File: src/rtl/axis_coincidence_reader_if.sv
// AXI-Stream event bus used by axis_coincidence_reader.
// Carries {timestamp, accumulated hits} beats with a valid/ready handshake.
interface axis_coincidence_reader_if #(
    parameter int DATA_WIDTH = 128
) ();
    logic [DATA_WIDTH-1:0] tdata;
    logic                  tvalid;
    logic                  tready;

    modport master (
        output tdata,
        output tvalid,
        input  tready
    );

    modport slave (
        input  tdata,
        input  tvalid,
        output tready
    );
endinterface

File: src/rtl/axis_coincidence_reader.sv
// axis_coincidence_reader: opens a coincidence window on the first hit seen at
// the delayed tap, ORs hits across the window, counts fired channel groups and
// emits one timestamped AXI-Stream beat when the count reaches the threshold.
// Samples with a nonzero tap that arrive while a window is being evaluated,
// sent or in dead time are counted in sts_lost (saturating).
// Optional build macro: AXIS_COINCIDENCE_READER_GROUP_MASK_EN adds cfg_mask,
// a per-group mask (1 = group ignored) latched at window open.
module axis_coincidence_reader #(
    parameter int DET_WIDTH   = 64,
    parameter int GROUP_WIDTH = 16,
    parameter int TIME_WIDTH  = 64,
    parameter int DELAY       = 4,
    parameter int CNTR_WIDTH  = 8,
    localparam int GROUPS     = DET_WIDTH / GROUP_WIDTH,
    localparam int THR_WIDTH  = $clog2(GROUPS + 1)
) (
    input  logic                   aclk,
    input  logic                   aresetn,
    input  logic [DET_WIDTH-1:0]   det_data,
    input  logic [CNTR_WIDTH-1:0]  cfg_window,
    input  logic [THR_WIDTH-1:0]   cfg_threshold,
    input  logic [CNTR_WIDTH-1:0]  cfg_deadtime,
`ifdef AXIS_COINCIDENCE_READER_GROUP_MASK_EN
    input  logic [GROUPS-1:0]      cfg_mask,
`endif
    axis_coincidence_reader_if.master m_axis,
    output logic [31:0]            sts_lost
);

    typedef enum logic [2:0] {
        S_IDLE  = 3'd0,
        S_ACCUM = 3'd1,
        S_GROUP = 3'd2,
        S_SUM   = 3'd3,
        S_CMP   = 3'd4,
        S_SEND  = 3'd5,
        S_DEAD  = 3'd6
    } state_t;

    // Per-group OR reduction of a hit vector.
    function automatic logic [GROUPS-1:0] group_or(input logic [DET_WIDTH-1:0] v);
        logic [GROUPS-1:0] g;
        g = '0;
        for (int i = 0; i < GROUPS; i++) begin
            g[i] = |v[i*GROUP_WIDTH +: GROUP_WIDTH];
        end
        return g;
    endfunction

    // Number of set bits in the fired-group vector.
    function automatic logic [THR_WIDTH-1:0] pop_count(input logic [GROUPS-1:0] v);
        logic [THR_WIDTH-1:0] c;
        c = '0;
        for (int i = 0; i < GROUPS; i++) begin
            c = c + THR_WIDTH'(v[i]);
        end
        return c;
    endfunction

    state_t                  state_r;
    state_t                  state_nx_s;
    logic [DET_WIDTH-1:0]    pipe_r [DELAY];
    logic [DET_WIDTH-1:0]    tap_s;
    logic                    tap_hit_s;
    logic [TIME_WIDTH-1:0]   time_r;
    logic [DET_WIDTH-1:0]    acc_r;
    logic [TIME_WIDTH-1:0]   ts_r;
    logic [CNTR_WIDTH-1:0]   wcnt_r;
    logic [CNTR_WIDTH-1:0]   dcnt_r;
    logic [CNTR_WIDTH-1:0]   dead_r;
    logic [THR_WIDTH-1:0]    thr_r;
    logic [GROUPS-1:0]       grp_r;
    logic [GROUPS-1:0]       group_keep_s;
    logic [THR_WIDTH-1:0]    sum_r;
    logic                    emit_s;
    logic                    lost_state_s;
    logic [TIME_WIDTH+DET_WIDTH-1:0] tdata_r;
    logic                    tvalid_r;
    logic [31:0]             sts_lost_r;

`ifdef AXIS_COINCIDENCE_READER_GROUP_MASK_EN
    logic [GROUPS-1:0]       mask_r;
    assign group_keep_s = ~mask_r;
`else
    assign group_keep_s = {GROUPS{1'b1}};
`endif

    assign tap_s        = pipe_r[DELAY-1];
    assign tap_hit_s    = |tap_s;
    assign emit_s       = (sum_r >= thr_r);
    assign lost_state_s = (state_r == S_GROUP) || (state_r == S_SUM) ||
                          (state_r == S_CMP)   || (state_r == S_SEND) ||
                          (state_r == S_DEAD);

    assign m_axis.tdata  = tdata_r;
    assign m_axis.tvalid = tvalid_r;
    assign sts_lost      = sts_lost_r;

    // Input delay line; its last stage is the trigger tap.
    always_ff @(posedge aclk) begin
        if (!aresetn) begin
            for (int i = 0; i < DELAY; i++) begin
                pipe_r[i] <= '0;
            end
        end else begin
            pipe_r[0] <= det_data;
            for (int i = 1; i < DELAY; i++) begin
                pipe_r[i] <= pipe_r[i-1];
            end
        end
    end

    // Free-running time base, 0 in the first cycle after reset release.
    always_ff @(posedge aclk) begin
        if (!aresetn) begin
            time_r <= '0;
        end else begin
            time_r <= time_r + TIME_WIDTH'(1);
        end
    end

    // FSM state register.
    always_ff @(posedge aclk) begin
        if (!aresetn) begin
            state_r <= S_IDLE;
        end else begin
            state_r <= state_nx_s;
        end
    end

    // FSM next-state logic.
    always_comb begin
        state_nx_s = state_r;
        case (state_r)
            S_IDLE: begin
                if (tap_hit_s) begin
                    if (cfg_window != '0) begin
                        state_nx_s = S_ACCUM;
                    end else begin
                        state_nx_s = S_GROUP;
                    end
                end else begin
                    state_nx_s = S_IDLE;
                end
            end
            S_ACCUM: begin
                if (wcnt_r == CNTR_WIDTH'(1)) begin
                    state_nx_s = S_GROUP;
                end else begin
                    state_nx_s = S_ACCUM;
                end
            end
            S_GROUP: state_nx_s = S_SUM;
            S_SUM:   state_nx_s = S_CMP;
            S_CMP: begin
                if (emit_s) begin
                    state_nx_s = S_SEND;
                end else if (dead_r != '0) begin
                    state_nx_s = S_DEAD;
                end else begin
                    state_nx_s = S_IDLE;
                end
            end
            S_SEND: begin
                if (!m_axis.tready) begin
                    state_nx_s = S_SEND;
                end else if (dead_r != '0) begin
                    state_nx_s = S_DEAD;
                end else begin
                    state_nx_s = S_IDLE;
                end
            end
            S_DEAD: begin
                if (dcnt_r == CNTR_WIDTH'(1)) begin
                    state_nx_s = S_IDLE;
                end else begin
                    state_nx_s = S_DEAD;
                end
            end
            default: state_nx_s = S_IDLE;
        endcase
    end

    // Window datapath: capture/accumulate hits, group reduce, popcount, counters.
    always_ff @(posedge aclk) begin
        if (!aresetn) begin
            acc_r  <= '0;
            ts_r   <= '0;
            wcnt_r <= '0;
            dcnt_r <= '0;
            dead_r <= '0;
            thr_r  <= '0;
            grp_r  <= '0;
            sum_r  <= '0;
`ifdef AXIS_COINCIDENCE_READER_GROUP_MASK_EN
            mask_r <= '0;
`endif
        end else begin
            case (state_r)
                S_IDLE: begin
                    if (tap_hit_s) begin
                        acc_r  <= tap_s;
                        ts_r   <= time_r - TIME_WIDTH'(DELAY);
                        wcnt_r <= cfg_window;
                        thr_r  <= cfg_threshold;
                        dead_r <= cfg_deadtime;
`ifdef AXIS_COINCIDENCE_READER_GROUP_MASK_EN
                        mask_r <= cfg_mask;
`endif
                    end
                end
                S_ACCUM: begin
                    acc_r  <= acc_r | tap_s;
                    wcnt_r <= wcnt_r - CNTR_WIDTH'(1);
                end
                S_GROUP: grp_r  <= group_or(acc_r) & group_keep_s;
                S_SUM:   sum_r  <= pop_count(grp_r);
                S_CMP:   dcnt_r <= dead_r;
                S_DEAD:  dcnt_r <= dcnt_r - CNTR_WIDTH'(1);
                default: begin
                end
            endcase
        end
    end

    // Output beat registers; tvalid follows entry into and exit from SEND.
    always_ff @(posedge aclk) begin
        if (!aresetn) begin
            tvalid_r <= 1'b0;
            tdata_r  <= '0;
        end else begin
            tvalid_r <= (state_nx_s == S_SEND);
            if ((state_r == S_CMP) && emit_s) begin
                tdata_r <= {ts_r, acc_r};
            end
        end
    end

    // Saturating count of hit samples that arrive while no window can take them.
    always_ff @(posedge aclk) begin
        if (!aresetn) begin
            sts_lost_r <= '0;
        end else if (lost_state_s && tap_hit_s && (sts_lost_r != 32'hFFFF_FFFF)) begin
            sts_lost_r <= sts_lost_r + 32'd1;
        end
    end

endmodule

File: src/flat_wrapper.sv
// flat-port wrapper written by rule: the top's interface ports become plain ports
module axis_coincidence_reader_flat 
#(
    parameter int DET_WIDTH   = 64,
    parameter int GROUP_WIDTH = 16,
    parameter int TIME_WIDTH  = 64,
    parameter int DELAY       = 4,
    parameter int CNTR_WIDTH  = 8,
    localparam int GROUPS     = DET_WIDTH / GROUP_WIDTH,
    localparam int THR_WIDTH  = $clog2(GROUPS + 1)
)
  (aclk, aresetn, det_data, cfg_window, cfg_threshold, cfg_deadtime, sts_lost, m_axis_tdata, m_axis_tvalid, m_axis_tready);
  axis_coincidence_reader_if #(.DATA_WIDTH(128)) m_axis_i ();
  input  logic aclk;
  input  logic aresetn;
  input  logic [DET_WIDTH-1:0] det_data;
  input  logic [CNTR_WIDTH-1:0] cfg_window;
  input  logic [THR_WIDTH-1:0] cfg_threshold;
  input  logic [CNTR_WIDTH-1:0] cfg_deadtime;
  output logic [31:0] sts_lost;
  output wire logic [$bits(m_axis_i.tdata)-1:0] m_axis_tdata;
  output wire logic [$bits(m_axis_i.tvalid)-1:0] m_axis_tvalid;
  input wire logic [$bits(m_axis_i.tready)-1:0] m_axis_tready;
  assign m_axis_tdata = m_axis_i.tdata;
  assign m_axis_tvalid = m_axis_i.tvalid;
  assign m_axis_i.tready = m_axis_tready;
  axis_coincidence_reader #(.DET_WIDTH(DET_WIDTH), .GROUP_WIDTH(GROUP_WIDTH), .TIME_WIDTH(TIME_WIDTH), .DELAY(DELAY), .CNTR_WIDTH(CNTR_WIDTH)) u_core (.aclk(aclk), .aresetn(aresetn), .det_data(det_data), .cfg_window(cfg_window), .cfg_threshold(cfg_threshold), .cfg_deadtime(cfg_deadtime), .m_axis(m_axis_i), .sts_lost(sts_lost));
endmodule
File: config.mk
export PLATFORM = sky130hd
export DESIGN_NAME = axis_coincidence_reader_flat
export DESIGN_NICKNAME = d
export VERILOG_FILES = /design/src/rtl/axis_coincidence_reader_if.sv /design/src/rtl/axis_coincidence_reader.sv /design/src/flat_wrapper.sv
export SDC_FILE = /design/constraint.sdc
export NUM_CORES = 1
export LEC_CHECK = 0
export ABC_AREA = 1
export CELL_PAD_IN_SITES_DETAIL_PLACEMENT = 1
export CELL_PAD_IN_SITES_GLOBAL_PLACEMENT = 1
export CORE_MARGIN = 2
export CORE_UTILIZATION = 37
export CTS_CLUSTER_SIZE = 10
export DETAILED_ROUTE_END_ITERATION = 7
export PLACE_DENSITY_LB_ADDON = 0.1
export SLEW_MARGIN = 5
export SYNTH_ARGS = -nofsm -noshare
export SYNTH_HDL_FRONTEND = slang
export SYNTH_SLANG_ARGS = --single-unit
File: constraint.sdc
create_clock -name aclk -period 1.9 [get_ports aclk]
set_clock_uncertainty 0.1 [all_clocks]
set_input_delay 0.285 -clock aclk [delete_from_list [all_inputs] [get_ports aclk]]
set_output_delay 0.285 -clock aclk [all_outputs]
set_load 0.01 [all_outputs]
* Word-level counts from Yosys, hierarchy flattened
Memories as Yosys holds them, arrays and structs flattened.
Cells that the tools add are included.
** Storage, ports and cells
- Bits in registers :: 390
- Latch bits :: 0
- RAM bits :: 256
- Bits in read-only memories :: 0
- Input port bits :: 86
- Output and inout port bits :: 161
- Logic and storage cells :: 77
- Memories :: 1
** Memories
- u_core.pipe_r :: depth 4, width 64, read ports 4, clocked after Yosys merged registers in 0, write ports 4, RTL line axis_coincidence_reader.sv:62 : logic [DET_WIDTH-1:0] pipe_r [DELAY];
** Operators by class
- Add/subtract/negate cells :: 8
- Multiply operators :: 0
- Divide/modulo/power cells :: 0
- Order comparisons :: 1
- Eq/ne operators :: 11
- Shifts and indexed selects :: 0
- Multiplexer cells :: 19
- Bitwise operators :: 5
- Reductions and logical operators :: 19
** Operators by type and width (count)
- $mux 64 :: 5
- $pmux 64 s2 :: 1
- $add 64x1->64 const B :: 1
- $or 64x64->64 :: 1
- $reduce_or 16->1 :: 4
- $reduce_or 64->1 :: 1
- $sub 64x3->64 const B :: 1
- $add 32x1->32 const B :: 1
- $ne 32x32->1 const B :: 1
- $pmux 8 s2 :: 2
- $pmux 3 s7 :: 1
- $eq 8x1->1 const B :: 2
- $reduce_bool 8->1 :: 2
- $sub 8x1->8 const B :: 2
- $eq 3x3->1 const B :: 4
- $mux 3 :: 4
- $mux 8 :: 1
- $add 3x1->3 :: 2
- $eq 3x2->1 const B :: 2
- $mux 2 :: 3
- $logic_or 1x1->1 :: 4
- $or 1x1->1 :: 4
- $reduce_and 2->1 :: 2
- $reduce_bool 2->1 :: 2
- other kinds (7) :: 10

* Depth between registers and ports, before layout
Gate-level depths: netlist of the first run.
- Depth in word-level cells :: 7
- Depth in mapped cells :: 12
- Mapped depth without buffers :: 11

* Least setup slack after synthesis of the first run
OpenSTA, ideal clock, no wires.
- Kind :: register to register
- Start point :: register u_core.sts_lost_r[0] (netlist: u_core.sts_lost[0])
- End point :: register u_core.sts_lost_r[28] (netlist: u_core.sts_lost[28])
- Library setup time :: 0.070 ns
- Data arrival time :: 1.742 ns
- Data required time :: 1.730 ns
- Slack :: -0.012 ns
- Stages on the path, launching flop included :: 11
- Clock period less this slack :: 1.912 ns
- Cell sequence :: dfxtp_1 -> ha_1 -> nand2_2 -> nor2_4 -> nand2_4 -> nor2_4 -> nand3b_4 -> nand3_2 -> buf_6 -> nand2_1 -> a21oi_1
** On the way
- Cells in the longest elaborated chain, start to end :: 2
- Elaborated cells between the ends (all ways) :: 3
- Classes of those cells :: add/sub (1); eq/ne (1); reduce/logical (1)
** Ends and longest elaborated chain
- from (decl) :: RTL line axis_coincidence_reader.sv:79 : logic [31:0] sts_lost_r;
- from (signal assigned) :: RTL line axis_coincidence_reader.sv:244 : sts_lost_r <= sts_lost_r + 32'd1;
- branches (longest 2 deep; another with $add 32x1->32)
Parallel ways; which one is timed is not known.
A chain may end at the register's enable or synchronous reset.

==> results of run 1 <==
[state kept, by name (all words and copies together), names as in the netlist, 3 cells and up]
| name | count |
|---|---|
| u_core.acc_r | 64 |
| u_core.dcnt_r | 8 |
| u_core.dead_r | 8 |
| u_core.grp_r | 4 |
| u_core.m_axis.tdata | 128 |
| u_core.pipe_r | 256 |
| u_core.state_r | 3 |
| u_core.sts_lost | 32 |
| u_core.sum_r | 3 |
| u_core.thr_r | 3 |
| u_core.time_r | 64 |
| u_core.ts_r | 64 |
| u_core.wcnt_r | 8 |
[Yosys cell counts (all sizes together) (8+ instances only)]
master  count
nand2     977
dfxtp     646
nor2      607
inv       469
a21oi     251
o21ai     218
clkbuf    106
nand3      87
nand4      78
buf        65
xor2       56
nor3       36
nand3b     19
nor4       16
ha         13
and2        8
[worst max-delay path: cells and delay by family (launching register included)]
kind / cells / cell delay [ns]
buffers and inverters: 4 / 0.61
and+or+nand+nor: 9 / 0.95
DFF: 1 / 0.31
[final cells by class]
| cell class | count | area [um2] |
|---|---|---|
| diodes | 1 | 2.502 |
| well taps | 940 | 1176 |
| fillers | 8320 | 30880 |
| repair buffers | 662 | 7570 |
| inverters | 469 | 1794 |
| multi-input cells | 2396 | 13230 |
| flip-flops and latches | 646 | 13060 |
| clock inverters | 10 | 275.3 |
| clock buffers | 93 | 2028 |
| repair inverters | 1 | 11.26 |
[worst paths after layout]
path                           to  slack (ns)  cells after the start
min          u_core.pipe_r[0][31]        0.07                      3
max reg2reg      u_core.dead_r[3]       -0.21                     13
max              u_core.dead_r[3]       -0.21                     13
min reg2reg   u_core.pipe_r[3][7]        0.29                      2
[logic make-up (layout without fill, tap and decap cells)]
kind of cell | Yosys count | count (layout) | share of synthesized area, %
adders and majority gates | 14 | 14 | 0.6980
other | 0 | 1 | 0
AOI/OAI and AO/OA | 482 | 482 | 9.322
xor gates and xnor gates | 60 | 60 | 2.008
buffers and inverters | 640 | 1235 | 9.618
DFF | 646 | 646 | 49.41
and+or+nand+nor | 1839 | 1840 | 28.94
[power breakdown]
group	internal (mW)	switching, mW
Combinational	5.88	6.34
Clock	7.97	5.96
Sequential	14.6	0.794
Total	28.5	13.1
[what timing repair did]
| action | in CTS | in global routing |
|---|---|---|
| pin swaps | 89 | 111 |
| setup endpoints to repair | 485 | 430 |
| setup buffers | 49 | 30 |
| endpoints found under the hold margin | 27 | 0 |
| hold buffers | 1 | 0 |
| gates resized for setup | 622 | 602 |
| cloned | 47 | 15 |
[layer usage]
metal | GRT usage (%) | up-vias | wire, um
met5 | 0 | - | 0
met4 | 10.64 | 0 | 4522
met3 | 3.450 | 221 | 3969
met2 | 45.06 | 586 | 49430
met1 | 32.76 | 12380 | 43580
li1 | - | 12560 | -
==> summary.md, run 1 <==
| Metric | Value |
|---|---|
| Leakage power | 19.67 nW |
| Pre-CTS WS | -0.2084 ns |
| Status | complete, but fails checks |
| Total congestion overflow | 0 |
| Yosys reg bits | 646 |
| Synth top area share | 49.41% |
| I/O pins | 247 |
| Worst-path cell chain | nor2_1, nand2_1, nor2_2, nand2_2, nor2_4, nand2_4, nand2_4, buf_12, buf_12, inv_16, bufbuf_16, nor2_2, nor2_1 |
| Total Power | 41.56 mW |
| RSZ-0062 raised after global routing | yes |
| Worst EP arrival | 2.53 ns |
| Final antenna-violating net count | 0 |
| Initial antenna violation count | 1 |
| Skew-Pair Late Insertion Delay | 0.64 ns |
| Critical path class | flip-flop to flip-flop |
| First-pass GRT wire length | 151.4 mm |
| Ys async rst share | 0% |
| Post-DP HPWL | 63.96 mm |
| Max Fanout on Critical Path | 7 |
| CP peak stage delay | 0.31 ns |
| CTS tree | done |
| H-Tree Depth | 3 |
| Initial core utilization | 37.37% |
| PD cells | 1062 nW/um2 |
| Crit path launch | u_core.pipe_r[3][51] |
| Vias in the first global route | 26.90k |
| DRC errors left | 0 |
| Setup TNS | -25.25 ns |
| Num CTS Buffers | 78 |
| Largest net degree at the start of global routing | 65 |
| Synth area leaders | dfxtp_1 (49%), nand2_1 (14%), nor2_1 (8.5%) |
| Peak VDD IR | 663.1 uV |
| Post-synth cell types | 40 |
| Leading area contributor after synthesis | dfxtp_1 |
| Failing checks | negative setup slack |
| Final nets | 4354 |
| GPL Wtd Cong | 0.9540 |
| Clock sinks | 646 |
| Syn_area_per_cell | 7.110 um2 |
| Ys Warns | 0 |
| Top_reg_cell synth | dfxtp_1 |
| Setup Viol. Count Final | 259 |
| Routed WL per cell | 19.45 um |
| Critical path required time | 2.32 ns |
| Dpl cell area | 31920 um2 |
| Worst-case clock buffer depth | 3 |
| Horiz. Die Dim | 270.0 um |
| Die area | 72880 um2 |
| Core area | 70030 um2 |
| Layout Cells excl Fill | 5218 |
| Slew headroom | 64.56% |
| Hold_sp | det_data[31] |
| Most common cell after layout, fill and taps aside | nand2_1 |
| Mapped cell area | 26170 um2 |
| Initial DRT Pass Iterations | 5 |
| Worst Setup End Kind | flip-flop |
| Commonest non-fill, non-tap cells in the layout | nand2_1 (832), dfxtp_1 (559), inv_1 (455) |
| Synthesized Nets | 3781 |
| Cells after synthesis | 3681 |
| DP Cell Count | 5010 |
| DR vias/cell | 4.934 |
| Total Wirelength | 101.5 mm |
| Clk slew on worst S/H paths | 0.05 ns |
| Die height | 270.0 um |
| Reg2reg start | u_core.pipe_r[3][51] |
| Fmax | 0.4744 GHz |
| Fraction of layout cells with a size suffix above 1 | 27.17% |
| Core Rows | 97 |
| Vias | 25.75k |
| Root buf cell | clkbuf_16 |
| Gr usage total | 26.09% |
| Slew of the pin with the lowest slew margin | 0.5268 ns |
| Util after Layout | 55.90% |
| Max-slew violations | 0 |
| Final setup margin | -0.2077 ns |
| Period utilization | 110.9% |
| Hold Violations, Final | 0 |
| EDFF count, synth | 0 |
| Class of the worst hold path | primary input to flip-flop |
| Max-cap violations | 0 |
| Sequential cell area fraction in the yosys report | 49.41% |
| Final Critical Period | 2.108 ns |
| IO buf count | 246 |
| Worst path slowest cell | dfxtp_2 |
| Layout area overhead | 49.57% |
| DRT iter0 DRCs | 1308 |
| Fin Hold WS | 0.06830 ns |
| CP startpoint kind | flip-flop |
| Design area | 39150 um2 |
Note: power is estimated with default switching activity, not from simulation.
==> run 2: changes to the inputs <==
- CELL_PAD_IN_SITES_DETAIL_PLACEMENT: 1 -> default
- CELL_PAD_IN_SITES_GLOBAL_PLACEMENT: 1 -> default
- CORE_UTILIZATION: 37 -> 52
- PLACE_DENSITY: default -> 0.76
- PLACE_DENSITY_LB_ADDON: 0.1 -> default
==> run 2 against run 1 <==
The run still ends with negative setup slack left. Sequential cell count did not move. Final cell count decreased by 7.1%. Die area decreased by 28%. Setup slack gained 0.14 ns. Clock-buffer cell count is 7 lower. Clock power is 6% lower. Critical path type unchanged. Largest cell class is now registers.
==> summary.md, run 2 (synthesized netlist as in run 1, its figures left out) <==
| Metric | Value |
|---|---|
| Failing checks | negative setup slack |
| WL met2 | 38.54 mm (-22%) |
| Worst Setup End Kind | flip-flop |
| Critical path required time | 2.34 ns (+0.02 ns) |
| Net Sw Power | 10.45 mW (-20%) |
| Total Power | 35.58 mW (-14%) |
| Final nets | 4259 (-2.2%) |
| Worst R2R Setup Slack | -0.07 ns (+0.14 ns) |
| Final Critical Period | 1.966 ns (-0.1413 ns) |
| DRT met1 WL | 34.20 mm (-22%) |
| Total congestion overflow | 0 (unchanged) |
| Util after Layout | 70.41% (+15 points) |
| Die area | 52140 um2 (-28%) |
| Core area | 49970 um2 (-29%) |
| Worst-case clock buffer depth | 3 (unchanged) |
| Gr usage total | 29.14% (+3.0 points) |
| Most frequent CP cell | nand2_2 |
| Int Pwr | 25.14 mW (-12%) |
| Class of the worst hold path | primary input to flip-flop |
| Power share of the clock group | 36.8% (+3.3 points) |
| GPL Wtd Cong | 0.9887 (+3.6%) |
| Post-DP HPWL | 53.95 mm (-16%) |
| H-Tree Depth | 3 (unchanged) |
| Clk slew on worst S/H paths | 0.05 ns (about the same) |
| First-pass GRT wire length | 121.9 mm (-19%) |
| Logic pwr share | 20.3% (-9.1 points) |
| Max-cap violations | 0 (unchanged) |
| Initial antenna violation count | 0 (-1) |
| Peak VDD IR | 738.1 uV (+11%) |
| Pre-CTS WS | -0.1636 ns (+0.04476 ns) |
| Num CTS Buffers | 76 (-2.6%) |
| Largest net degree at the start of global routing | 73 (+12%) |
| Worst-path cell chain | inv_1, ha_4, nand2_2, o211ai_1, nand2_2, buf_8, inv_6, buf_16, o21ai_0, a21oi_1 |
| IO buf count | 246 (unchanged) |
| Max reg flops | 256 (unchanged) |
| Vias | 25.02k (-2.8%) |
| DR WL met3 | 5.539 mm (+40%) |
| Clock sinks | 646 (unchanged) |
| Initial core utilization | 52.38% (+15 points) |
| Worst EP arrival | 2.41 ns (-0.12 ns) |
| Final antenna-violating net count | 0 (unchanged) |
| Max Fanout on Critical Path | 11 (+4) |
| Fill cell count | 4022 (-52%) |
| Skew-Pair Late Insertion Delay | 0.63 ns (about the same) |
| Period utilization | 103.5% (-7.4 points) |
| Total Wirelength | 81.66 mm (-20%) |
| Initial DRT Pass Iterations | 6 (+1) |
| Top sig layer | met4 |
| Commonest non-fill, non-tap cells in the layout | nand2_1 (937), dfxtp_1 (584), nor2_1 (489) |
| Fmax | 0.5085 GHz (+7.2%) |
| Core Rows | 82 (-15%) |
| Die height | 228.3 um (-15%) |
| Antenna Cells | 0 (-1) |
| Max-slew violations | 0 (unchanged) |
| Root buf cell | clkbuf_16 |
| Worst path slowest cell | dfxtp_2 |
| Layout area overhead | 34.42% |
| DRC errors left | 0 (unchanged) |
| Setup TNS | -1.551 ns (+23.70 ns) |
| Storage cell area | 13020 um2 (-0.28%) |
| Vias in the first global route | 23.16k (-14%) |
| Sequential fraction of design power | 42.9% (+5.8 points) |
| Critical path's top delay family | compound AO/OA/AOI/OAI gates |
| Setup Viol. Count Final | 72 (-72%) |
| WP buf/inv | 4 (unchanged) |
| Most common cell after layout, fill and taps aside | nand2_1 |
| Critical path class | flip-flop to flip-flop |
| Slew of the pin with the lowest slew margin | 0.5242 ns (-0.002603 ns) |
| DR vias/cell | 5.160 (+4.6%) |
| CTS tree | done |
| Final setup margin | -0.06644 ns (+0.1413 ns) |
| DRT iter0 DRCs | 2160 (+65%) |
| Area occupied by multi-input gates | 11650 um2 (-12%) |
| Horiz. Die Dim | 228.3 um (-15%) |
| CP startpoint kind | flip-flop |
| RSZ-0062 raised after global routing | yes |
| Fraction of layout cells with a size suffix above 1 | 17.72% (-9.4 points) |
| Sw Ratio | 29.36% (-2.1 points) |
| Reg with most FFs | u_core.pipe_r |
| Routed WL per cell | 16.84 um (-13%) |
| CP peak stage delay | 0.33 ns (+0.02 ns) |
| Status | complete, but fails checks |
| Leakage power | 17.51 nW (-11%) |
| I/O pins | 247 (unchanged) |
| Slew headroom | 64.73% (+0.18 points) |
| PD cells | 1011 nW/um2 (-4.7%) |
| Hold Violations, Final | 0 (unchanged) |
run 2: tightest hold or removal path, stage by stage:
cell             delay, ns
clkdlybuf4s50_1       0.39
nand2_1               0.06
inv_1                 0.03
run 2: per-layer routing:
metal	vias to the layer above	GRT usage [%]
li1	12360	-
met1	11560	37.38
met2	919	49.09
met3	183	4.753
met4	0	11.68
met5	-	0
run 2: power groups by stage:
stage	logic, mW	clock network, mW	registers (mW)
after floorplan	3.39	0	15.4
after global placement	5.57	0	15.4
after detailed placement	5.66	0	15.4
after CTS	5.85	13.3	15.2
after global routing	7.84	13.9	15.3
final	7.23	13.1	15.3
run 2: worst paths after layout:
path | from | cells past startpoint | end
worst max-delay path | u_core.thr_r[1] | 10 | u_core.m_axis.tdata[96]
worst min-delay path | det_data[42] | 3 | u_core.pipe_r[0][42]
worst max register to register | u_core.thr_r[1] | 10 | u_core.m_axis.tdata[96]
worst min register to register | u_core.pipe_r[2][32] | 2 | u_core.pipe_r[3][32]
run 2: cell type report:
class / instances / area share, %
inverters: 469 / 5.086
multi-input cells: 2395 / 33.13
flip-flops and latches: 646 / 37.02
clock buffers: 86 / 5.598
clock inverters: 9 / 0.6295
repair inverters: 1 / 0.02490
well taps: 672 / 2.390
repair buffers: 570 / 16.13
run 2: metrics by stage:
| stage | cell area (um2) | hold WS (ns) | instances |
|---|---|---|---|
| finish | 35180 | 0.08176 | 4848 |
| detailed placement | 31140 | 0.2953 | 4706 |
| CTS | 33850 | 0.05861 | 4822 |
| global placement | 31140 | 0.2928 | 4706 |
| floorplan | 26180 | 0.2826 | 3681 |
| global route | 35180 | 0.08717 | 4848 |
run 2: timing repair:
action / 4_1_cts / 5_1_grt
endpoints found under the setup margin: 408 / 368
hold buffers: 1 / 0
pin swaps: 12 / 73
resized for setup: 260 / 341
cloned: 10 / 15
buffers inserted: 10 / 12
endpoints found under the hold margin: 32 / 0
